## config.mk

```make
export PLATFORM = sky130hd
export DESIGN_NAME = fetch_unit
export DESIGN_NICKNAME = d
export VERILOG_FILES = /design/src/rtl/fetch_unit.sv
export SDC_FILE = /design/constraint.sdc
export NUM_CORES = 1
export LEC_CHECK = 0
export CAP_MARGIN = 20
export CORE_ASPECT_RATIO = 0.75
export CORE_UTILIZATION = 35
export CTS_BUF_LIST = sky130_fd_sc_hd__clkbuf_2
export CTS_CLUSTER_DIAMETER = 30
export CTS_CLUSTER_SIZE = 40
export DETAILED_ROUTE_END_ITERATION = 12
export GPL_TIMING_DRIVEN = 0
export SETUP_SLACK_MARGIN = 0.15
export SYNTH_ARGS = -nofsm -noshare
export SYNTH_HDL_FRONTEND = slang
export SYNTH_SLANG_ARGS = --single-unit
```

## constraint.sdc

```tcl
create_clock -name clk -period 7.8 [get_ports clk]
set_input_delay 1.56 -clock clk [delete_from_list [all_inputs] [get_ports clk]]
set_output_delay 1.56 -clock clk [all_outputs]
set_load 0.02 [all_outputs]
```

## src/rtl/fetch_unit.sv

```systemverilog
// fetch_unit: PC generator, one-cycle imem request, DEPTH-entry fetch queue and optional delay-slot retention.
// Responses arrive the cycle after issue, so a redirect can drop an in-flight response in the cycle it lands.
module fetch_unit #(
    parameter int                 ADDR_W     = 32,
    parameter logic [ADDR_W-1:0]  RESET_PC   = '0,
    parameter int                 DEPTH      = 4,
    parameter bit                 DELAY_SLOT = 1
) (
    input  logic                      clk,
    input  logic                      rst,
    output logic                      inst_req,
    output logic [ADDR_W-1:0]         inst_addr,
    input  logic [ADDR_W-1:0]         inst_rdata,
    output logic                      validD,
    output logic [ADDR_W-1:0]         instrD,
    output logic [ADDR_W-1:0]         pcD,
    output logic [ADDR_W-1:0]         pc_plus4D,
    input  logic                      stallD,
    input  logic                      branchD,
    input  logic [ADDR_W-1:0]         branch_target,
    input  logic                      jumpD,
    output logic [$clog2(DEPTH):0]    occupancy
);
    localparam int PW = $clog2(DEPTH);
    localparam int CW = PW + 1;

    logic [ADDR_W-1:0] q_instr [DEPTH];
    logic [ADDR_W-1:0] q_pc [DEPTH];
    logic [PW-1:0]     rptr, wptr;
    logic [CW-1:0]     count;
    logic [ADDR_W-1:0] pc, req_pc, pend_target, target, jump_target;
    logic              inflight, pend_valid, pop, redirect_now, hold_slot, keep, flush, push;

    assign validD       = count != '0;
    assign instrD       = validD ? q_instr[rptr] : '0;
    assign pcD          = validD ? q_pc[rptr] : '0;
    assign pc_plus4D    = validD ? pcD + ADDR_W'(4) : '0;
    assign jump_target  = {pc_plus4D[ADDR_W-1:28], instrD[25:0], 2'b00};
    assign occupancy    = count;
    assign inst_addr    = pc;
    assign pop          = validD & ~stallD;
    assign redirect_now = pop & (branchD | jumpD);
    assign target       = branchD ? branch_target : jump_target;
    // Delay slot not yet fetched: park the target until the slot has been issued.
    assign hold_slot    = redirect_now & DELAY_SLOT & (count == CW'(1)) & ~inflight;
    assign keep         = DELAY_SLOT && count > CW'(1);
    assign flush        = redirect_now & (!DELAY_SLOT || count > CW'(1));
    assign push         = inflight & ~flush;
    assign inst_req     = ~rst & (count + CW'(inflight) < CW'(DEPTH)) & ~redirect_now;

    always_ff @(posedge clk) begin
        if (push) begin
            q_instr[wptr] <= inst_rdata;
            q_pc[wptr]    <= req_pc;
        end
    end

    always_ff @(posedge clk) begin
        if (rst) begin
            pc          <= RESET_PC;
            req_pc      <= '0;
            pend_target <= '0;
            pend_valid  <= 1'b0;
            inflight    <= 1'b0;
            rptr        <= '0;
            wptr        <= '0;
            count       <= '0;
        end else begin
            inflight <= inst_req;
            if (inst_req)
                req_pc <= pc;
            rptr  <= rptr + PW'(pop);
            wptr  <= flush ? rptr + PW'(1) + PW'(keep) : wptr + PW'(push);
            count <= flush ? CW'(keep) : count + CW'(push) - CW'(pop);
            if (hold_slot) begin
                pend_valid  <= 1'b1;
                pend_target <= target;
            end else if (redirect_now) begin
                pc <= target;
            end else if (inst_req) begin
                pc         <= pend_valid ? pend_target : pc + ADDR_W'(4);
                pend_valid <= 1'b0;
            end
        end
    end
endmodule

```

After elaboration in Yosys (flattened, before gate mapping)

Memory sizes are Yosys's and may differ from the RTL's. A register that Yosys moved wholly into a read port is not among the register bits.
Cells that the tools add are included.

Add/subtract/negate cells: 9
Magnitude comparators: 2
Equality and inequality tests: 2
Mux-type cells: 16
Bitwise logic cells: 15
Reduce and logical (&&, ||, !) cells: 6

Operators by type and width:

| kind                                                  | count |
|---|---|
| two-way mux 32 bit                                    | 7 |
| adder 32 x 3 -> 32 bit, second input constant         | 2 |
| bitwise AND 1 bit                                     | 8 |
| adder 2 x 1 -> 2 bit                                  | 3 |
| adder 3 x 1 -> 3 bit                                  | 2 |
| two-way mux 1 bit                                     | 6 |
| two-way mux 2 bit                                     | 3 |
| inverter 1 bit                                        | 6 |
| AND reduction 2 bit                                   | 2 |
| nonzero test 2 bit                                    | 2 |
| equality test 3 x 1 -> 1 bit, second input constant   | 1 |
| > comparator 3 x 1 -> 1 bit, second input constant    | 1 |
| < comparator 3 bit, second input constant             | 1 |
| nonzero test 3 bit                                    | 1 |
| subtractor 3 x 1 -> 3 bit                             | 1 |
| adder 2 x 1 -> 2 bit, second input constant           | 1 |
| inequality test 2 x 1 -> 1 bit, second input constant | 1 |
| OR reduction 2 bit                                    | 1 |
| bitwise OR 1 bit                                      | 1 |

Register bits after elaboration: 105
RAM bits: 256
Input port bits: 69
Output and inout bits: 133
Logic and storage cells: 61
Memories: 2

Memories:

| name    | depth | bits a word | read ports | clocked after Yosys merged registers in | write ports | RTL line | text |
|---|---|---|---|---|---|---|---|
| q_instr | 4     | 32          | 1          | 1                                       | 1           | 27       | `logic [ADDR_W-1:0] q_instr [DEPTH];` |
| q_pc    | 4     | 32          | 1          | 1                                       | 1           | 28       | `logic [ADDR_W-1:0] q_pc [DEPTH];` |

Longest topological paths before layout

Gate-level depths: netlist (run 1).

Word-level depth: 9
Gate-level depth with buffers: 14
Depth with buffers taken out: 13

Worst setup path before layout (run 1)

No wires, ideal clock.

Path kind: input to register
From: input branchD
To: memory q_instr[0][0] (enable)
Library setup time: 0.565 ns
Arrival time: 6.664 ns
Required time: 7.235 ns
Slack: 0.571 ns
Stages: 4
Path buffers: 1
Cells stage by stage: buf_6 o21ai_1 o21ai_0 nor3_1

Word-level cells in the longest chain between the ends: 7

Ends and longest elaborated chain:

| item                                    | RTL line | text |
|---|---|---|
| start: declaration                      | 19       | `input logic branchD,` |
| bitwise OR 1 bit                        | 42       | `assign redirect_now = pop & (branchD \| jumpD);` |
| bitwise AND 1 bit                       | 42       |  |
| bitwise AND 1 bit                       | 47       | `assign flush = redirect_now & (!DELAY_SLOT \|\| count > CW'(1));` |
| inverter 1 bit                          | 48       | `assign push = inflight & ~flush;` |
| bitwise AND 1 bit                       | 48       |  |
| two-way mux 1 bit                       | 52       | `if (push) begin` |
| two-way mux 1 bit (not written as such) | 53       | `q_instr[wptr] <= inst_rdata;` |
| end: declaration                        | 27       |  |

Every way passes these cells.

Worst setup path after layout (run 1)

From: register count[1], in the netlist occupancy[1]
To: output pc_plus4D[30]

Word-level cells in the longest chain between the ends: 4

Ends and longest elaborated chain:

| item                     | RTL line | text |
|---|---|---|
| start: declaration       | 30       | `logic [CW-1:0] count;` |
| start signal: assignment | 74       | `count <= flush ? CW'(keep) : count + CW'(push) - CW'(pop);` |
| nonzero test 3 bit (*)   | 34       | `assign validD = count != '0;` |
| two-way mux 32 bit       | 36       | `assign pcD = validD ? q_pc[rptr] : '0;` |
| adder 32 x 3 -> 32 bit   | 37       | `assign pc_plus4D = validD ? pcD + ADDR_W'(4) : '0;` |
| two-way mux 32 bit (*)   | 37       |  |
| end: declaration         | 17       | `output logic [ADDR_W-1:0] pc_plus4D,` |

Every way passes the cells marked *; elsewhere a longest branch is shown, timed or not.

==> results of run 1 <==
-- metal layers --
| metal | wire length, um | part of all wire | GRT usage | vias to the layer above |
|---|---|---|---|---|
| met2 | 20830 | 0.45 | 0.2986 | 490 |
| met4 | 742 | 0.016 | 0.05451 | 0 |
| li1 | - | - | - | 5388 |
| met1 | 21400 | 0.46 | 0.2783 | 5619 |
| met3 | 3724 | 0.080 | 0.05039 | 54 |
| met5 | 0 | 0 | 0 | - |
-- worst min path at each step --
stage,start,end,slack [ns]
after detailed placement,pend_target[0],pend_target[0],0.45
final,pend_target[0],pend_target[0],0.47
after global routing,pend_target[1],pend_target[1],0.51
after floorplan,pend_target[0],pend_target[0],0.44
after CTS,inst_addr[11],req_pc[11],0.47
after global placement,pend_target[1],pend_target[1],0.45
-- placed cells by master, fill, tap and decap left out, types with 9 or more instances in the layout --
cell type        Yosys  layout
edfxtp_1           256     256
clkdlybuf4s50_1      0     199
nand2_1            141     141
nor2_1             124     122
dfxtp_1            105     105
a21oi_1             78      78
clkbuf_2             0      74
and2_1              59      59
mux4_2              58      58
clkbuf_1            50      47
a211oi_1            46      46
o21ai_0             40      40
inv_1               31      31
nor3_1              30      29
nand3_1             27      27
xnor2_1             24      24
xor2_1              22      22
mux2i_1             16      16
clkinvlp_4           0      14
nand4_1             13      13
buf_6                7      13
bufinv_16            0      12
inv_6                0      11
buf_2               10      10
nor4_1               9       9
ha_1                 9       9
-- per-stage QoR --
stage | util | worst slack [ns]
after floorplan | - | 0.5711
after global placement | 0.4189 | -3.982
after detailed placement | 0.4235 | 0.8242
after CTS | 0.4465 | 0.2594
after global routing | 0.4465 | 0.2492
final | 0.4466 | 0.5625
-- cell families after synthesis --
logic type,count (synthesis),share of synthesized area
xor+xnor,46,0.02492
simple gates,463,0.1410
buf+inv,116,0.03684
compound gates,203,0.07693
mux,86,0.1065
flops,361,0.6056
fa+ha+maj,10,0.008205
-- flip-flops by register name (all words and copies together) (netlist names) --
register and cells:
occupancy 3, q_pc 128, q_instr 128, wptr 2, rptr 2, inst_addr 32, pend_target 32, inflight 1
req_pc 32, pend_valid 1
-- final cells by class --
cell class,count,share of cell area
well taps,586,0.03640
repair buffers,211,0.1080
clock buffers,71,0.01764
plain buffers,83,0.02361
multi-input cells,808,0.2882
flip-flops and latches,361,0.4860
diodes,2,0.0002485
inverters,33,0.006150
clock inverters,56,0.03373
-- power groups by stage --
stage	clock network [uW]	registers [uW]	logic, uW
after floorplan	0	2790	2080
after global placement	0	2820	3660
after detailed placement	0	2770	3760
after CTS	1600	2730	3780
after global routing	1680	2770	4010
final	1570	2730	3750
-- critical path, stage by stage (launching register included) --
cell and delay (ns):
dfxtp_1 0.38, buf_6 0.15, nor3_2 0.84, inv_1 0.25
clkbuf_2 0.34, clkbuf_2 0.32, clkbuf_2 0.28, and2_1 0.21
ha_1 0.23, nand3_2 0.11, a211o_1 0.25, or4_4 0.19
nor3_2 0.04, o21ai_1 0.52, inv_1 0.09, clkdlybuf4s50_1 0.55
-- what timing repair did --
action	4_1_cts	5_1_grt
setup endpoints to repair	1	1
pin swaps	0	0
gates resized for setup	2	2
hold buffers	0	0
buffers inserted	0	0
==> results.md, run 1 <==
- Startpoint Class: flop
- RSZ-0062 raised after global routing: false
- Core ar.: ~45000 um2
- DP HPWL: between 30000 and 40000 um
- Gpl congestion: roughly 0.9
- Final Power: about 8000 uW
- Distinct cells, synth: between 60 and 70
- Total CTS buffers: 69
- Comb pwr share: 0.466
- CTS max path bufs: 3
- Initial Util: 0.3584
- VDD IR max: between 0.2 and 0.25 mV
- Clk pwr share: 0.195
- First-pass GRT wire length: approximately 70000 um
- Max Freq: around 140 MHz
- Syn nets: between 1000 and 1500
- Seq pwr share: 0.339
- Count leader, synth: edfxtp_1
- Largest cells by area after synthesis: edfxtp_1, dfxtp_1, mux4_2
- Worst Hold Class: reg -> reg
- Filler cells: between 4000 and 5000
- Part of the cycle the worst path needs: 0.9279
- Post-synth top cells: edfxtp_1, nand2_1, nor2_1
- Final Instance Area: between 20000 and 25000 um2
- Router iterations before antenna repair: 5
- Slew @ Worst Pin: roughly 1.1 ns
- CTS H-tree lvls: 3
- Layout area overhead: 24.60%
- Grt ovf: 0
- Hold Crit Depth: 2
- Fin Hold WS: around 0.47 ns
- DP Area: 19100 um2
- Skew-Pair Late Insertion Delay: between 0.9 and 1 ns
- All-layer global routing usage: 0.1968
- DR iter-0 viols: 1054
- Final Non-Filler Cells: between 2000 and 2500
- Switching part of the total: 0.4072
- R2R Setup Slk: between 3 and 4 ns
- P_leak: ~0.0066 uW
- # IOs: 202
- P per Cell Area: approximately 400 nW/um2
- Critical path endpoint category: output pin
- CTS tree: done
- Area leader, netlist: edfxtp_1
- NetSw: about 3300 uW
- Max-cap violations: 0
- Clock Skews: 0.07769 ns
- Mapped Cells: ~1300
- Clock slew at reported path FFs: about 0.13 ns
- Vias per inst: between 5 and 6
- Die Width: roughly 250 um
- R2r endpoint: inst_addr[30]
- Outcome: completed
- Slew Viols, Final: 0
- Cell internal pwr: ~4800 uW
- RR Startpoint: occupancy[1]
- # clock sinks: around 360
- CP Class: reg -> out
- Layout cells sized above 1: 0.1553
- Syn_area_per_cell: approximately 13 um2
- Max-slew headroom: 0.2797
- Final setup vio count: 0
- Synthesis warning total: 0
- Worst-path maximum fanout: 10
- Vias in the first global route: around 11000
- Die height: ~190 um
- Largest net degree at the start of global routing: 39
- Vias: ~12000
- Routed WL: roughly 47000 um
- Synth top area share: 0.4755
- Worst reg2reg path depth: 14
- FF/Latch Area: 9789 um2
- Crit path DAT: approximately 5.7 ns
- Post-synth ARST share: 0
- Final setup TNS: 0 ns
- Post-DRT Antenna Nets: 0
- Root buf cell: clkbuf_2
- Req. time, crit path: 6.24 ns
- Area of the multi-input gates: ~5800 um2
- Primary FF master, synth: edfxtp_1
- Full die area: 47060 um2
- DRC Markers: 0
- Rows: 67
- Wire per inst: about 21 um
- Crit path capture: pc_plus4D[30]
- Tmin final: 7.237 ns
- Crit path from: occupancy[1]
- PortBufs: a little under 200
- Final Hold Fails: 0
- Sequential element share of the synthesized area: 0.6056
- Synthesized cell area: 16170 um2
- Post-synth EDFFs: ~260
- #FFs+latches synth: approximately 360
- Nets: around 1600
- Post-Place Cells: between 2000 and 2500
- Initial antenna violation count: 3
No activity file was read; power rests on OpenSTA's default activity.
==> run 2: changes to the inputs <==
ABC_CLOCK_PERIOD_IN_PS = 8700   (was default)
clock period = 8.7 ns   (was 7.8 ns; I/O delays follow)
==> run 2 against run 1 <==
Against the previous run:
- design area barely moved
- largest power group unchanged
- total power fell by 10%
- die area did not move
- first-iteration DRC count fell by 0.85%
- sequential share of layout area barely moved
- sequential power fell by 10%
- combinational power fell by 10%
- global-route usage barely moved
- flip-flop and latch count did not move
==> results.md, run 2 (synthesis results as in run 1) <==
- R2R Setup Slk: 3.64 ns
- Comb pwr share: 0.466
- WL met1: ~21000 um
- Routed wl met2: 20870 um
- VDD IR max: roughly 0.21 mV
- CP max stage delay: 0.60 ns
- Routed WL: roughly 47000 um
- Worst-path maximum fanout: 10
- Slew Viols, Final: 0
- Initial Util: 0.3584
- CTS tree: done
- Total CTS buffers: 69
- Wire per inst: 21.12 um
- RR Startpoint: occupancy[1]
- Root buf cell: clkbuf_2
- Skew-Pair Late Insertion Delay: slightly below 1 ns
- Most frequent cells in the layout: edfxtp_1, clkdlybuf4s50_1, nand2_1, nor2_1, dfxtp_1
- CP Class: reg -> out
- Final setup TNS: 0 ns
- Clock slew at reported path FFs: between 0.1 and 0.15 ns
- Uppermost routed layer: met4
- FF/Latch Area: between 9000 and 10000 um2
- All-layer global routing usage: 0.1968
- P per Cell Area: approximately 360 nW/um2
- First-pass GRT wire length: about 70000 um
- Worst path slowest cell: clkbuf_1
- DR iter-0 viols: around 1000
- Max-cap violations: 0
- Worst Hold Path EP: pend_target[0]
- Clk pwr share: 0.195
- Rows: 67
- Max Freq: between 100 and 150 MHz
- Top flop regs: q_instr: 128 flops, q_pc: 128 flops
- Final Hold Fails: 0
- Gpl congestion: 0.9030
- Slew @ Worst Pin: around 1.0 ns
- Core ar.: 45100 um2
- Router iterations before antenna repair: 5
- PortBufs: ~200
- # clock sinks: ~360
- Area of the multi-input gates: 5806 um2
- Cell internal pwr: 4271 uW
- Vias: about 12000
- Delay-heaviest family, CP: buffers and inverters
- Full die area: about 47000 um2
- Clock Skews: between 0.07 and 0.08 ns
- Tmin final: approximately 8 ns
- Hold Crit Depth: 2
- Nets: ~1600
- Layout cells sized above 1: 0.1534
- Part of the cycle the worst path needs: 0.9267
- Final setup vio count: 0
- Resized cells post-CTS: 0
- CTS H-tree lvls: 3
- Switching part of the total: 0.4078
- Layout area overhead: 24.57%
- DP HPWL: about 35000 um
- RSZ-0062 raised after global routing: false
- # IOs: approximately 200
- Critical path depth: 15
- Worst Hold Class: reg -> reg
- Filler cells: roughly 4300
- Setup Slack @ Placement: around 1.5 ns
- Crit path DAT: 6.32 ns
- Most common cell after layout, fill and taps aside: edfxtp_1
- WP buf/inv: 7
- Critical path endpoint category: output pin
- Largest net degree at the start of global routing: 39
- Req. time, crit path: approximately 7.0 ns
- R2r endpoint: pend_target[30]
- CTS max path bufs: 3
- Die height: around 190 um
- Max-slew headroom: 0.2944
- Most used cell, CP: clkbuf_1
- Outcome: completed
- Setup ws final: approximately 0.64 ns
- DRC Markers: 0
- Seq pwr share: 0.339
- Crit path from: occupancy[1]
- Die Width: 250.2 um
- Worst reg2reg path depth: 14
- Min-delay src: pend_target[0]
- Initial antenna violation count: 3
- Post-DRT Antenna Nets: 0
- Startpoint Class: flop
- NetSw: roughly 3000 uW
- Fin Hold WS: roughly 0.47 ns
- Ordered list of cells on the worst path: buf_6 -> nor3_2 -> inv_1 -> clkbuf_1 -> clkbuf_1 -> clkbuf_1 -> and2_1 -> ha_1 -> nand3_2 -> a211o_1 -> or4_4 -> o21a_1 -> o21ai_1 -> inv_1 -> clkdlybuf4s50_1
- P_leak: roughly 0.0066 uW
- DR WL met3: around 3600 um
- Vias in the first global route: 11302
- Grt ovf: 0
- Setup Fix Bufs, Post-CTS: 0
- Hold-fix buffers, CTS: 0
- Vias per inst: 5.235
==> run 2: cell types whose count changed in the layout (fill, tap and decap cells not counted) <==
cell      delta
clkbuf_2     -3
clkbuf_1     +3
==> run 2: cell type report <==
cell class                      instances  share of cell area
Timing Repair Buffer                  211              0.1080
Sequential cell                       361              0.4861
Clock inverter                         56             0.03374
Antenna cell                            2           0.0002485
Tap cell                              586             0.03641
Multi-Input combinational cell        808              0.2883
Inverter                               33            0.006151
Buffer                                 83             0.02342
Clock buffer                           71             0.01765
==> run 2: power groups by stage <==
stage          Clock [uW]  Combinational, uW  Sequential (uW)
2_1_floorplan           0               1860             2500
3_3_place_gp            0               3280             2530
3_5_place_dp            0               3370             2490
4_1_cts              1430               3390             2450
5_1_grt              1500               3600             2490
6_report             1400               3360             2450
==> run 2: worst max path at each step <==
stage                               end  slack [ns]
after floorplan           q_instr[0][0]        1.29
after global routing      pc_plus4D[30]        0.27
after CTS                 pc_plus4D[30]        0.50
after detailed placement  pc_plus4D[30]        1.54
after global placement    q_instr[0][5]       -3.26
final                     pc_plus4D[30]        0.64
==> run 2: tightest hold or removal path: stages (launching register included) <==
cell	delay (ns)
dfxtp_1	0.33
nand2_1	0.05
a21oi_1	0.06
==> run 2: through the flow <==
step	utilization	total power [uW]	instance area, um2	std cells
floorplan	-	4365	16170	1285
global placement	0.4189	5816	18890	2070
detailed placement	0.4235	5856	19100	2082
CTS	0.4464	7262	20130	2209
global route	0.4465	7584	20140	2210
finish	0.4465	7212	20140	2211
==> run 2: routing by layer <==
metal  global-route usage  up-vias
met5                    0        -
met4              0.05451        0
met3              0.05039       50
met2               0.2986      480
met1               0.2781     5660
li1                     -     5385
==> run 3: changes to the inputs <==
GPL_TIMING_DRIVEN = default   (was 0)
==> run 3 against run 2 <==
Against the previous run:
- fmax increased by 20%
- worst hold slack better by 0.0022 ns
- register-to-register slack better by 0.69 ns
- wire length is 8.7% lower
- combinational power down 7.4%
- global-route usage shrank 1.8 points
- first-iteration DRC count down 5.3%
==> results.md, run 3 (synthesis results as in run 1) <==
- Router iterations before antenna repair: 5
- Part of the cycle the worst path needs: 0.7742
- Vias per inst: about 5.2
- Post-DRT Antenna Nets: 0
- First-pass GRT wire length: 64660 um
- Hold-fix buffers, CTS: 0
- Final Hold Fails: 0
- Critical path endpoint category: output pin
- Startpoint Class: input pin
- P per Cell Area: approximately 350 nW/um2
- Most common cell after layout, fill and taps aside: edfxtp_1
- DP HPWL: approximately 29000 um
- Largest net degree at the start of global routing: 65
- Vias: approximately 11000
- VDD IR max: 0.1874 mV
- Req. time, crit path: 6.96 ns
- RR Startpoint: occupancy[1]
- Root buf cell: clkbuf_2
- # IOs: approximately 200
- Worst Hold Class: reg -> reg
- Vias in the first global route: between 10000 and 15000
- Setup Fix Bufs, Post-CTS: 0
- Slew Viols, Final: 0
- Worst-path maximum fanout: 54
- CTS H-tree lvls: 2
- # clock sinks: 361
- Core ar.: around 45000 um2
- Resized cells post-CTS: 0
- Full die area: approximately 47000 um2
- Grt ovf: 0
- Die height: approximately 190 um
- R2r endpoint: q_pc[2][13]
- Worst Hold Path EP: pend_target[1]
- CTS tree: done
- Max-cap violations: 0
- Max-slew headroom: 0.2690
- Initial antenna violation count: 2
- P_leak: approximately 0.0063 uW
- R2R Setup Slk: approximately 4.3 ns
- Wire per inst: about 20 um
- PortBufs: between 200 and 250
- Top flop regs: q_instr: 128 flops, q_pc: 128 flops
- All-layer global routing usage: 0.1787
- CTS max path bufs: 3
- Final setup vio count: 0
- CP Class: in -> out
- Hold Crit Depth: 2
- Outcome: completed
- Rows: 67
- Routed WL: 42620 um
- Min-delay src: pend_target[1]
- Die Width: around 250 um
- Skew-Pair Late Insertion Delay: roughly 0.96 ns
- Fin Hold WS: between 0.4 and 0.5 ns
- Layout area overhead: 20.23%
- Worst reg2reg path depth: 10
- Slew @ Worst Pin: approximately 1.1 ns
- Nets: 1560
- Initial Util: 0.3584
- DRC Markers: 0
- Gpl congestion: slightly above 0.8
- RSZ-0062 raised after global routing: false
- Total CTS buffers: 59
- Most frequent cells in the layout: edfxtp_1, clkdlybuf4s50_1, nand2_1, nor2_1, dfxtp_1
- Tmin final: 6.736 ns
- Crit path DAT: about 5.0 ns
- DR iter-0 viols: 990
- Clock Skews: ~0.064 ns
- Final setup TNS: 0 ns
- Clock slew at reported path FFs: between 0.15 and 0.2 ns
- Layout cells sized above 1: 0.1430
- Max Freq: between 100 and 150 MHz
-- run 3: changes by cell type in the layout (fill, tap and decap cells not counted), moves of 9 or more --
cell	change
clkbuf_1	-50
buf_6	-13
buf_4	+12
buf_2	-9
clkbuf_2	-9
clkinvlp_4	-9
-- run 3: area by class of cell --
class	count	area, um2
diodes	2	5.005
clock buffers	62	310.3
clock inverters	50	503.0
fillers	4187	25660
inverters	33	123.9
multi-input cells	808	5832
flip-flops and latches	361	9797
well taps	586	733.2
repair buffers	218	2132
-- run 3: worst max path at each step --
| stage | start | end | slack [ns] |
|---|---|---|---|
| after floorplan | branchD | q_instr[0][0] | 1.29 |
| after global placement | branchD | inst_req | 1.98 |
| after detailed placement | branchD | inst_req | 1.93 |
| after CTS | branchD | inst_req | 1.93 |
| after global routing | branchD | inst_req | 1.64 |
| final | branchD | inst_req | 1.96 |
-- run 3: where the power goes --
group          internal [uW]  total (uW)  switching (uW)
Sequential              2230        2500             270
Combinational           1290        3110            1820
Clock                    406        1170             768
Total                   3930        6780            2850
-- run 3: critical path: stages --
cell and delay [ns]:
buf_2 0.08, buf_4 0.51, nor2_1 0.11, nor3_2 0.12, buf_4 0.24, mux2i_1 0.26
o22a_1 0.16, buf_4 0.40, nand2_1 0.15, inv_2 0.46, clkdlybuf4s50_1 0.74
-- run 3: stage by stage --
stage,total power [uW],instances,utilization,instance area (um2),worst slack (ns)
global route,7180,2119,0.4309,19430,1.643
CTS,6851,2118,0.4308,19430,1.931
floorplan,4365,1285,-,16170,1.291
finish,6785,2120,0.4309,19440,1.964
detailed placement,5671,2006,0.4128,18620,1.930
global placement,5644,2006,0.4128,18620,1.983
-- run 3: per-layer routing --
layer / GRT usage / share of wire / routed length (um)
met1: 0.2631 / 0.47 / 20160
met2: 0.2659 / 0.44 / 18640
met3: 0.03998 / 0.075 / 3195
met4: 0.04342 / 0.015 / 622
met5: 0 / 0 / 0
